**src/rtl/radix_4_div_pkg.sv**
```systemverilog
// -----------------------------------------------------------------------------
// radix_4_div_pkg
// Shared types and default sizing for the radix-4 SRT divider controller.
//   state_e      : one-hot controller state encoding
//   DIV_WIDTH    : default operand width
//   DIV_LZC_W    : default width of the leading-zero counts
//   DIV_CNT_W    : default width of the iteration counter
//   DIV_MAX_ITER : largest iteration count for the default width
// -----------------------------------------------------------------------------
package radix_4_div_pkg;

  localparam int DIV_WIDTH    = 64;
  localparam int DIV_LZC_W    = $clog2(DIV_WIDTH);
  localparam int DIV_CNT_W    = $clog2(DIV_WIDTH / 2 + 1);
  localparam int DIV_MAX_ITER = DIV_WIDTH / 2;

  typedef enum logic [4:0] {
    ST_IDLE = 5'b00001,
    ST_PRE  = 5'b00010,
    ST_ITER = 5'b00100,
    ST_POST = 5'b01000,
    ST_DONE = 5'b10000
  } state_e;

endpackage : radix_4_div_pkg

```
**src/rtl/radix_4_iter_cnt.sv**
```systemverilog
// -----------------------------------------------------------------------------
// radix_4_iter_cnt
// Loadable down-counter holding the number of radix-4 iterations remaining.
// The load value is one iteration per two bits of leading-zero difference,
// plus one, so a dividend/divisor pair with equal magnitude ranges still
// runs a single iteration.
//   clk, rst_n       : clock, asynchronous active-low reset
//   clr_i            : clear counter to 0 (flush)
//   load_i           : load count derived from the lzc inputs
//   dec_i            : decrement by one (one iteration performed)
//   dividend_lzc_i   : leading zeros of |dividend| (latched copy)
//   divisor_lzc_i    : leading zeros of |divisor| (latched copy)
//   cnt_o            : iterations remaining
//   last_o           : current iteration is the final one (cnt_o == 1)
// -----------------------------------------------------------------------------
module radix_4_iter_cnt
  import radix_4_div_pkg::*;
#(
  parameter int LZC_W = DIV_LZC_W,
  parameter int CNT_W = DIV_CNT_W
) (
  input  logic             clk,
  input  logic             rst_n,
  input  logic             clr_i,
  input  logic             load_i,
  input  logic             dec_i,
  input  logic [LZC_W-1:0] dividend_lzc_i,
  input  logic [LZC_W-1:0] divisor_lzc_i,
  output logic [CNT_W-1:0] cnt_o,
  output logic             last_o
);

  logic [LZC_W-1:0] lzc_diff;
  logic [CNT_W-1:0] load_val;
  logic [CNT_W-1:0] cnt_d;
  logic [CNT_W-1:0] cnt_q;

  // Only loaded when divisor_lzc >= dividend_lzc, so the difference never wraps.
  // The maximum load, (2^LZC_W-1 >> 1) + 1 == WIDTH/2, fits in CNT_W bits.
  always_comb begin
    lzc_diff = divisor_lzc_i - dividend_lzc_i;
    load_val = CNT_W'(lzc_diff >> 1) + CNT_W'(1);
    cnt_d    = cnt_q;
    if (clr_i) begin
      cnt_d = '0;
    end else if (load_i) begin
      cnt_d = load_val;
    end else if (dec_i && (cnt_q != '0)) begin
      cnt_d = cnt_q - CNT_W'(1);
    end
  end

  always_ff @(posedge clk or negedge rst_n) begin
    if (!rst_n) begin
      cnt_q <= '0;
    end else begin
      cnt_q <= cnt_d;
    end
  end

  assign cnt_o  = cnt_q;
  assign last_o = (cnt_q == CNT_W'(1));

endmodule : radix_4_iter_cnt

```
**src/rtl/radix_4_div_ctrl.sv**
```systemverilog
// -----------------------------------------------------------------------------
// radix_4_div_ctrl
// Iteration controller for the radix-4 SRT integer divider datapath.
// Accepts one operation via start valid/ready, derives the iteration count
// from the operand leading-zero counts, sequences the pre-process, iteration
// and post-correction enables, and returns the result via finish valid/ready.
// The controller is sign-agnostic; operand signs are handled in the datapath.
//
// Optional feature, macro RADIX_4_DIV_ZERO_FAST_EN:
//   defined   : divisor_zero_i short-circuits PRE -> DONE with div_zero_o=1
//   undefined : divisor_zero_i is ignored and div_zero_o is tied low
//
// Ports:
//   clk, rst_n       : clock, asynchronous active-low reset
//   start_valid_i    : new operation offered
//   start_ready_o    : controller can accept (IDLE only)
//   flush_i          : abort current operation, highest priority
//   dividend_lzc_i   : leading zeros of |dividend|, sampled on start handshake
//   divisor_lzc_i    : leading zeros of |divisor|, sampled on start handshake
//   dividend_zero_i  : |dividend| == 0, sampled on start handshake
//   divisor_zero_i   : divisor == 0, sampled on start handshake
//   rem_sign_i       : final remainder sign from the sign detector
//   pre_en_o         : normalisation/load enable (PRE)
//   iter_en_o        : one radix-4 iteration this cycle (ITER)
//   post_en_o        : correction/negation enable (POST)
//   corr_o           : apply quotient/remainder correction, valid with post_en_o
//   early_finish_o   : result is quotient 0 / remainder = dividend (DONE)
//   div_zero_o       : divide-by-zero result (DONE)
//   iter_cnt_o       : iterations remaining
//   finish_valid_o   : result valid (DONE)
//   finish_ready_i   : consumer accepts result
// -----------------------------------------------------------------------------
module radix_4_div_ctrl
  import radix_4_div_pkg::*;
#(
  parameter int WIDTH = DIV_WIDTH,
  parameter int LZC_W = $clog2(WIDTH),
  parameter int CNT_W = $clog2(WIDTH / 2 + 1)
) (
  input  logic             clk,
  input  logic             rst_n,
  input  logic             start_valid_i,
  output logic             start_ready_o,
  input  logic             flush_i,
  input  logic [LZC_W-1:0] dividend_lzc_i,
  input  logic [LZC_W-1:0] divisor_lzc_i,
  input  logic             dividend_zero_i,
  input  logic             divisor_zero_i,
  input  logic             rem_sign_i,
  output logic             pre_en_o,
  output logic             iter_en_o,
  output logic             post_en_o,
  output logic             corr_o,
  output logic             early_finish_o,
  output logic             div_zero_o,
  output logic [CNT_W-1:0] iter_cnt_o,
  output logic             finish_valid_o,
  input  logic             finish_ready_i
);

  state_e           state_d,    state_q;
  logic [LZC_W-1:0] dvd_lzc_d,  dvd_lzc_q;
  logic [LZC_W-1:0] dvs_lzc_d,  dvs_lzc_q;
  logic             dvd_zero_d, dvd_zero_q;
  logic             early_d,    early_q;
`ifdef RADIX_4_DIV_ZERO_FAST_EN
  logic             dvs_zero_d, dvs_zero_q;
  logic             dz_d,       dz_q;
`else
  logic             unused_divisor_zero;
  assign unused_divisor_zero = divisor_zero_i;
`endif

  logic cnt_load;
  logic cnt_dec;
  logic cnt_last;
  logic is_early;

  // Quotient is zero when the dividend is zero or has a smaller magnitude
  // range than the divisor.
  assign is_early = dvd_zero_q || (dvd_lzc_q > dvs_lzc_q);

  // NOTE: every signal assigned here gets a default first so no path leaves
  // it unassigned, which would otherwise infer a latch.
  always_comb begin
    state_d    = state_q;
    dvd_lzc_d  = dvd_lzc_q;
    dvs_lzc_d  = dvs_lzc_q;
    dvd_zero_d = dvd_zero_q;
    early_d    = early_q;
`ifdef RADIX_4_DIV_ZERO_FAST_EN
    dvs_zero_d = dvs_zero_q;
    dz_d       = dz_q;
`endif
    cnt_load   = 1'b0;
    cnt_dec    = 1'b0;

    if (flush_i) begin
      // Flush wins over every transition, including a same-cycle start.
      state_d = ST_IDLE;
      early_d = 1'b0;
`ifdef RADIX_4_DIV_ZERO_FAST_EN
      dz_d    = 1'b0;
`endif
    end else begin
      unique case (state_q)
        ST_IDLE: begin
          if (start_valid_i) begin
            dvd_lzc_d  = dividend_lzc_i;
            dvs_lzc_d  = divisor_lzc_i;
            dvd_zero_d = dividend_zero_i;
`ifdef RADIX_4_DIV_ZERO_FAST_EN
            dvs_zero_d = divisor_zero_i;
`endif
            state_d    = ST_PRE;
          end
        end
        ST_PRE: begin
`ifdef RADIX_4_DIV_ZERO_FAST_EN
          if (dvs_zero_q) begin
            dz_d    = 1'b1;
            state_d = ST_DONE;
          end else
`endif
          if (is_early) begin
            early_d = 1'b1;
            state_d = ST_DONE;
          end else begin
            cnt_load = 1'b1;
            state_d  = ST_ITER;
          end
        end
        ST_ITER: begin
          cnt_dec = 1'b1;
          if (cnt_last) begin
            state_d = ST_POST;
          end
        end
        ST_POST: begin
          state_d = ST_DONE;
        end
        ST_DONE: begin
          if (finish_ready_i) begin
            early_d = 1'b0;
`ifdef RADIX_4_DIV_ZERO_FAST_EN
            dz_d    = 1'b0;
`endif
            state_d = ST_IDLE;
          end
        end
        default: begin
          // Recover from a corrupted one-hot code.
          state_d = ST_IDLE;
          early_d = 1'b0;
`ifdef RADIX_4_DIV_ZERO_FAST_EN
          dz_d    = 1'b0;
`endif
        end
      endcase
    end
  end

  // NOTE: sequential state uses non-blocking assignments so every flop samples
  // the pre-edge value of every other flop, independent of statement order.
  always_ff @(posedge clk or negedge rst_n) begin
    if (!rst_n) begin
      state_q    <= ST_IDLE;
      dvd_lzc_q  <= '0;
      dvs_lzc_q  <= '0;
      dvd_zero_q <= 1'b0;
      early_q    <= 1'b0;
`ifdef RADIX_4_DIV_ZERO_FAST_EN
      dvs_zero_q <= 1'b0;
      dz_q       <= 1'b0;
`endif
    end else begin
      state_q    <= state_d;
      dvd_lzc_q  <= dvd_lzc_d;
      dvs_lzc_q  <= dvs_lzc_d;
      dvd_zero_q <= dvd_zero_d;
      early_q    <= early_d;
`ifdef RADIX_4_DIV_ZERO_FAST_EN
      dvs_zero_q <= dvs_zero_d;
      dz_q       <= dz_d;
`endif
    end
  end

  radix_4_iter_cnt #(
    .LZC_W (LZC_W),
    .CNT_W (CNT_W)
  ) u_iter_cnt (
    .clk            (clk),
    .rst_n          (rst_n),
    .clr_i          (flush_i),
    .load_i         (cnt_load),
    .dec_i          (cnt_dec),
    .dividend_lzc_i (dvd_lzc_q),
    .divisor_lzc_i  (dvs_lzc_q),
    .cnt_o          (iter_cnt_o),
    .last_o         (cnt_last)
  );

  // Enables decode straight from the state flops, so they are glitch-free and
  // mutually exclusive by construction of the one-hot code.
  assign start_ready_o  = (state_q == ST_IDLE);
  assign pre_en_o       = (state_q == ST_PRE);
  assign iter_en_o      = (state_q == ST_ITER);
  assign post_en_o      = (state_q == ST_POST);
  assign finish_valid_o = (state_q == ST_DONE);
  // The remainder sign is only known in POST, so correction is same-cycle.
  assign corr_o         = post_en_o & rem_sign_i;
  assign early_finish_o = early_q;
`ifdef RADIX_4_DIV_ZERO_FAST_EN
  assign div_zero_o     = dz_q;
`else
  assign div_zero_o     = 1'b0;
`endif

endmodule : radix_4_div_ctrl
```
**config.mk**
```make
export PLATFORM = sky130hd
export DESIGN_NAME = radix_4_div_ctrl
export DESIGN_NICKNAME = d
export VERILOG_FILES = /design/src/rtl/radix_4_div_pkg.sv /design/src/rtl/radix_4_iter_cnt.sv /design/src/rtl/radix_4_div_ctrl.sv
export SDC_FILE = /design/constraint.sdc
export NUM_CORES = 1
export LEC_CHECK = 0
export CAP_MARGIN = 15
export CELL_PAD_IN_SITES_DETAIL_PLACEMENT = 0
export CELL_PAD_IN_SITES_GLOBAL_PLACEMENT = 1
export CORE_MARGIN = 2
export CORE_UTILIZATION = 36
export CTS_BUF_LIST = sky130_fd_sc_hd__clkbuf_2
export CTS_CLUSTER_SIZE = 14
export DETAILED_ROUTE_END_ITERATION = 10
export HOLD_SLACK_MARGIN = 0.1
export PLACE_DENSITY = 0.76
export SLEW_MARGIN = 20
export SYNTH_ARGS = -nofsm -noshare
export SYNTH_HDL_FRONTEND = slang
export SYNTH_SLANG_ARGS = --single-unit
```
**constraint.sdc**
```tcl
create_clock -name clk -period 1.7 [get_ports clk]
set_input_delay 0.425 -clock clk [delete_from_list [all_inputs] [get_ports clk]]
set_output_delay 0.425 -clock clk [all_outputs]
set_load 0.02 [all_outputs]
```
==> run metrics, run 1 <==
TNS Setup -5.61 ns; Area Overhead vs Synth 51.5%; crit-path max FO 2; CTS tree yes; top_reg_cell synth dfrtp_1; Mapped Cells 153; HPWL after DPL 2.69 mm; Final Cycle Share 126%; die area 4850 um2; VDD IR max 0.666 mV; initial core utilization 38.0%; largest area contributor in the netlist dfrtp_1; worst setup margin -0.441 ns; sequential group share of total power 28.5%; register area share after synthesis 40.4%; Cells after DPL 265; Sw Pwr 1.03 mW; total CTS buffers 3; FF/Latch Area 627 um2; Row Count 23; Worst EP arrival 1.72 ns; Iter 0 DRT Violations 79; crit start category flop; initial antenna violation count 0; number of global-route vias before repair 1365; leakage power 1.18 nW; share of cells above drive strength 1 43.0%; met2 WL 1.88 mm; Setup Skew 0.00104 ns; critical path class flop to output port; GPL Wtd Cong 0.812; Max Buffers Root-to-Sink 2; Fin. Hold Viols 0; switch share 37.4%; Logic pwr share 62.9%; Setup crit end kind output port; DR WL/cell 12.7 um; RSZ-0062 raised after global routing yes; reg-to-reg slack, setup -0.40 ns; Worst R2R Path Depth 10; outcome finished with violations; Max-Cap Viols 0; post-route ant nets 0; via density per instance 4.93; GRT Total Usage 15.1%; number of non-filler instances in the completed layout 278; io pins 34; Crit Reg-Reg Endpoint state_q[2]; number of synthesis warnings 0; worst endpoint required time 1.27 ns; Core Area 4090 um2; DR pass1 iterations 4; failing checks negative setup slack; Mean Syn Cell Area 10.1 um2; drt drc 0; die width 69.7 um; Final nets 259; Post-Syn Area 1550 um2; DP Area 2200 um2; Skew-Pair Late Insertion Delay 0.34 ns; count of cell types in the netlist 45; Final Cell Area 2350 um2; Filler cells 387; Total Wirelength 3.52 mm; clk sinks 25; Max Freq 467 MHz; CTS H-Tree Depth 1; multi-input logic area 930 um2; Syn Nets 183; Hold-fix buffers, CTS 0; Synth area leaders dfrtp_1 39%, mux2_2 9.4%, ha_1 7.3%, inv_1 3.4%, xor2_1 3.4%; Highest Signal Layer met4; Int Power 1.72 mW; Async SR Flop Fraction 100%; first-pass GRT wire length 5.98 mm; Yosys reg bits 25; met3 routed WL 135 um; via count 1370; Reg2Reg Launch Point state_q[4]; M1 wire length 1.47 mm; max-slew violation count 0; antenna fix cells 0; port bufs 31; remaining global-route overflow 0; clock-pin transition on the worst setup and hold timing paths 0.23 ns; root buffer cell clkbuf_2; pin count of the biggest net entering global routing 26; area share of the largest cell type after synthesis 38.7%; Tmin final 2.14 ns; EDFF count, synth 0; Clk pwr share 8.7%; die height 69.7 um; final setup fails 17; Power Dens Cells 1170 nW/um2; Hold Path Class primary input to asynchronous set/reset pin
## area by class of cell
| type | instances | area share [%] |
|---|---|---|
| clock buffer | 4 | 0.852 |
| inverter | 15 | 2.61 |
| timing repair buffer | 74 | 27.7 |
| multi-input combinational | 110 | 39.5 |
| tap | 50 | 2.66 |
| sequential | 25 | 26.7 |
## cell families (layout without fill, tap and decap cells)
logic type	count (synthesis)	after routing	share of synthesized area (%)
AO/OA/AOI/OAI	29	29	13.1
XOR/XNOR	7	7	4.84
adder cells (fa/ha/maj)	10	10	8.55
buffers and inverters	18	93	5.48
flip-flops	25	25	40.4
multiplexers	13	13	9.44
other	1	1	0.242
AND/OR/NAND/NOR	50	50	17.9
## layout by cell type, fill, tap and decap left out, types with 2 or more instances in the layout
| cell | n |
|---|---|
| dfrtp_1 | 24 |
| a21oi_1 | 3 |
| clkbuf_2 | 7 |
| o21ai_0 | 2 |
| a21oi_2 | 5 |
| clkdlybuf4s50_1 | 18 |
| nor2_1 | 11 |
| nor3_1 | 3 |
| buf_6 | 12 |
| buf_4 | 34 |
| nand3b_1 | 3 |
| nor2_4 | 2 |
| o221ai_2 | 2 |
| o21ai_1 | 6 |
| inv_1 | 13 |
| mux2_2 | 13 |
| xor2_1 | 6 |
| o22ai_1 | 2 |
| o211a_1 | 2 |
| buf_2 | 2 |
| ha_1 | 8 |
| dlygate4sd2_1 | 4 |
| and2_4 | 2 |
| nand2_1 | 12 |
## timing repair
action                                  in CTS  in global routing
endpoints found under the hold margin        0                  0
gates resized for setup                     49                 22
setup buffers                                7                  3
endpoints found under the setup margin      23                 32
pin swaps                                   15                 10
## synthesized netlist by cell type, types with 2 or more instances
master    count
o21ai_0       7
mux2_2       13
o221ai_1      2
inv_1        14
nand3b_1      3
xor2_1        6
nor3_1        3
nand2_1      13
nor2_1       13
ha_1          9
a21oi_1       8
dfrtp_1      24
o211a_1       2
and2_1        2
o21ai_1       2
o22ai_1       3
## worst max-delay path by stage
stage | to | slack [ns] | startpoint
floorplan | u_iter_cnt.cnt_o[2] | -0.13 | dvs_lzc_q[0]
global placement | pre_en_o | -0.53 | state_q[0]
detailed placement | pre_en_o | -0.55 | state_q[4]
CTS | pre_en_o | -0.47 | state_q[4]
global route | corr_o | -0.54 | state_q[2]
finish | corr_o | -0.44 | state_q[4]
## metrics by stage
stage / hold WS (ns) / setup slack, ns / power [mW] / utilization, %
after floorplan: 0.129 / -0.131 / 1.80 / -
after global placement: 0.487 / -0.526 / 2.40 / 53.9
after detailed placement: 0.497 / -0.551 / 2.44 / 53.9
after CTS: 0.404 / -0.472 / 2.74 / 56.5
after global routing: 0.362 / -0.543 / 3.04 / 57.5
final: 0.412 / -0.441 / 2.75 / 57.5
## power by group through the flow
stage | logic [mW] | registers [mW] | clock network [mW]
finish | 1.73 | 0.784 | 0.238
global route | 1.95 | 0.803 | 0.288
CTS | 1.70 | 0.786 | 0.255
detailed placement | 1.64 | 0.800 | 0
global placement | 1.61 | 0.790 | 0
floorplan | 1.00 | 0.801 | 0
## critical path, stage by stage, from the launching register on
cell	delay [ns]
dfrtp_1	0.44
or3_4	0.38
buf_6	0.13
nor3b_4	0.17
and2_4	0.16
buf_6	0.10
## state kept, by name, indices dropped and copies added (netlist names)
| register | count |
|---|---|
| u_iter_cnt.cnt_o | 6 |
| state_q | 5 |
| dvs_lzc_q | 6 |
| dvd_lzc_q | 6 |
| early_finish_o | 1 |
| dvd_zero_q | 1 |
## metal layers
metal  vias to the layer above  GRT usage [%]
met5                         -              0
met4                         0           3.85
met3                         4           2.33
met2                        34           27.6
met1                       651           18.4
li1                        681              -
No activity file was read; power rests on OpenSTA's default activity.
==> run 2: changes to the inputs <==
- SKIP_CTS_REPAIR_TIMING: unset -> 1
==> run 2 against run 1 <==
- the flow still finishes with violations (negative setup slack)
- clock power barely moved
- via count fell by 1.5%
- global-route usage decreased by 0.24 points
- sequential share of layout area shrank 0.24 points
- critical path depth decreased by 1
- clock skew up 0.0074 ns
- critical path type unchanged
- critical endpoint is now pre_en_o
- largest cell class unchanged
- largest power group unchanged
==> run metrics, run 2 (synthesis results as in run 1) <==
GRT Total Usage 14.8%; DR pass1 iterations 4; DP Area 2200 um2; port bufs 31; Tmin final 2.15 ns; Overall Power 2.72 mW; total CTS buffers 3; FF/Latch Area 627 um2; Skew-Pair Late Insertion Delay 0.34 ns; GPL Wtd Cong 0.812; Cells after DPL 265; initial core utilization 38.0%; first-pass GRT wire length 5.88 mm; Area Overhead vs Synth 52.9%; Core Area 4090 um2; worst setup margin -0.454 ns; crit start category flop; grt met1 use 18.3%; M3 GR Usage 2.18%; hold slack 0.402 ns; number of global-route vias before repair 1342; Fin. Hold Viols 0; TNS Setup -4.21 ns; Max Buffers Root-to-Sink 2; Setup Skew 0.00839 ns; commonest non-fill, non-tap cell in the layout buf_4; worst endpoint required time 1.27 ns; post-route ant nets 0; Max-Cap Viols 0; Worst EP arrival 1.73 ns; die width 69.7 um; max-slew violation count 0; pin count of the biggest net entering global routing 26; Final Cycle Share 127%; die height 69.7 um; clk sinks 25; root buffer cell clkbuf_2; failing checks negative setup slack; leakage power 1.27 nW; number of non-filler instances in the completed layout 275; RSZ-0062 raised after global routing yes; Setup crit end kind output port; Filler cells 386; multi-input logic area 928 um2; final setup fails 22; io pins 34; Most Used Layer, Global Route met2; remaining global-route overflow 0; Iter 0 DRT Violations 91; DR WL/cell 12.7 um; drt drc 0; clock-pin transition on the worst setup and hold timing paths 0.24 ns; outcome finished with violations; Total Wirelength 3.48 mm; critical path class flop to output port; CTS tree yes; via count 1349; CTS H-Tree Depth 1; most frequent cells in the layout 36 x buf_4, 24 x dfrtp_1, 18 x clkdlybuf4s50_1; VDD IR max 0.666 mV; share of cells above drive strength 1 40.4%; die area 4850 um2; Final Cell Area 2370 um2; fin util 58.1%; via density per instance 4.91; antenna fix cells 0; met2 GRT Util 26.9%; Row Count 23; initial antenna violation count 0; HPWL after DPL 2.69 mm; Hold Path Class primary input to asynchronous set/reset pin; Place WS -0.551 ns; Final nets 256; crit-path max FO 2; Max Freq 464 MHz; Power Dens Cells 1150 nW/um2
run 2: changes by cell type in the layout (fill, tap and decap cells not counted), sizes merged:
| cell | change |
|---|---|
| dlymetal6s2s | +7 |
| buf | -4 |
| clkbuf | -2 |
| dlygate4sd2 | -4 |
run 2: power breakdown:
part / total, mW / internal [mW] / switching (mW) / leakage (nW)
registers: 0.785 / 0.713 / 0.0721 / 0.316
logic: 1.69 / 0.943 / 0.749 / 0.937
clock network: 0.241 / 0.0621 / 0.179 / 0.0166
total: 2.72 / 1.72 / 1.00 / 1.27
run 2: path summary, 6_finish.rpt:
check | startpoint | end | slack, ns | depth (start not counted)
max | state_q[4] | pre_en_o | -0.45 | 4
min | rst_n | u_iter_cnt.cnt_o[0] | 0.40 | 2
max reg2reg | state_q[4] | u_iter_cnt.cnt_o[5] | -0.33 | 8
min reg2reg | dvd_lzc_q[2] | dvd_lzc_q[2] | 0.54 | 1
max in group asynchronous | rst_n | state_q[0] | 0.99 | 2
min in group clk | dvd_lzc_q[2] | dvd_lzc_q[2] | 0.54 | 1
run 2: per-layer routing:
layer  part of all wire (%)  wire [um]
met5                      0          0
met2                     53       1840
met4                   0.95         33
met3                    3.8        132
met1                     42       1470
run 2: final cells by class:
type / count / area share, %
Timing Repair Buffer: 71 / 28.4
Sequential cell: 25 / 26.4
Tap cell: 50 / 2.64
Inverter: 15 / 2.58
Clock buffer: 4 / 0.844
Multi-Input combinational cell: 110 / 39.1
run 2: worst max-delay path, stage by stage (launching register included):
cell and delay, ns:
dfrtp_1 0.44, or3_4 0.39, or3b_4 0.41, clkinv_4 0.06, buf_6 0.10
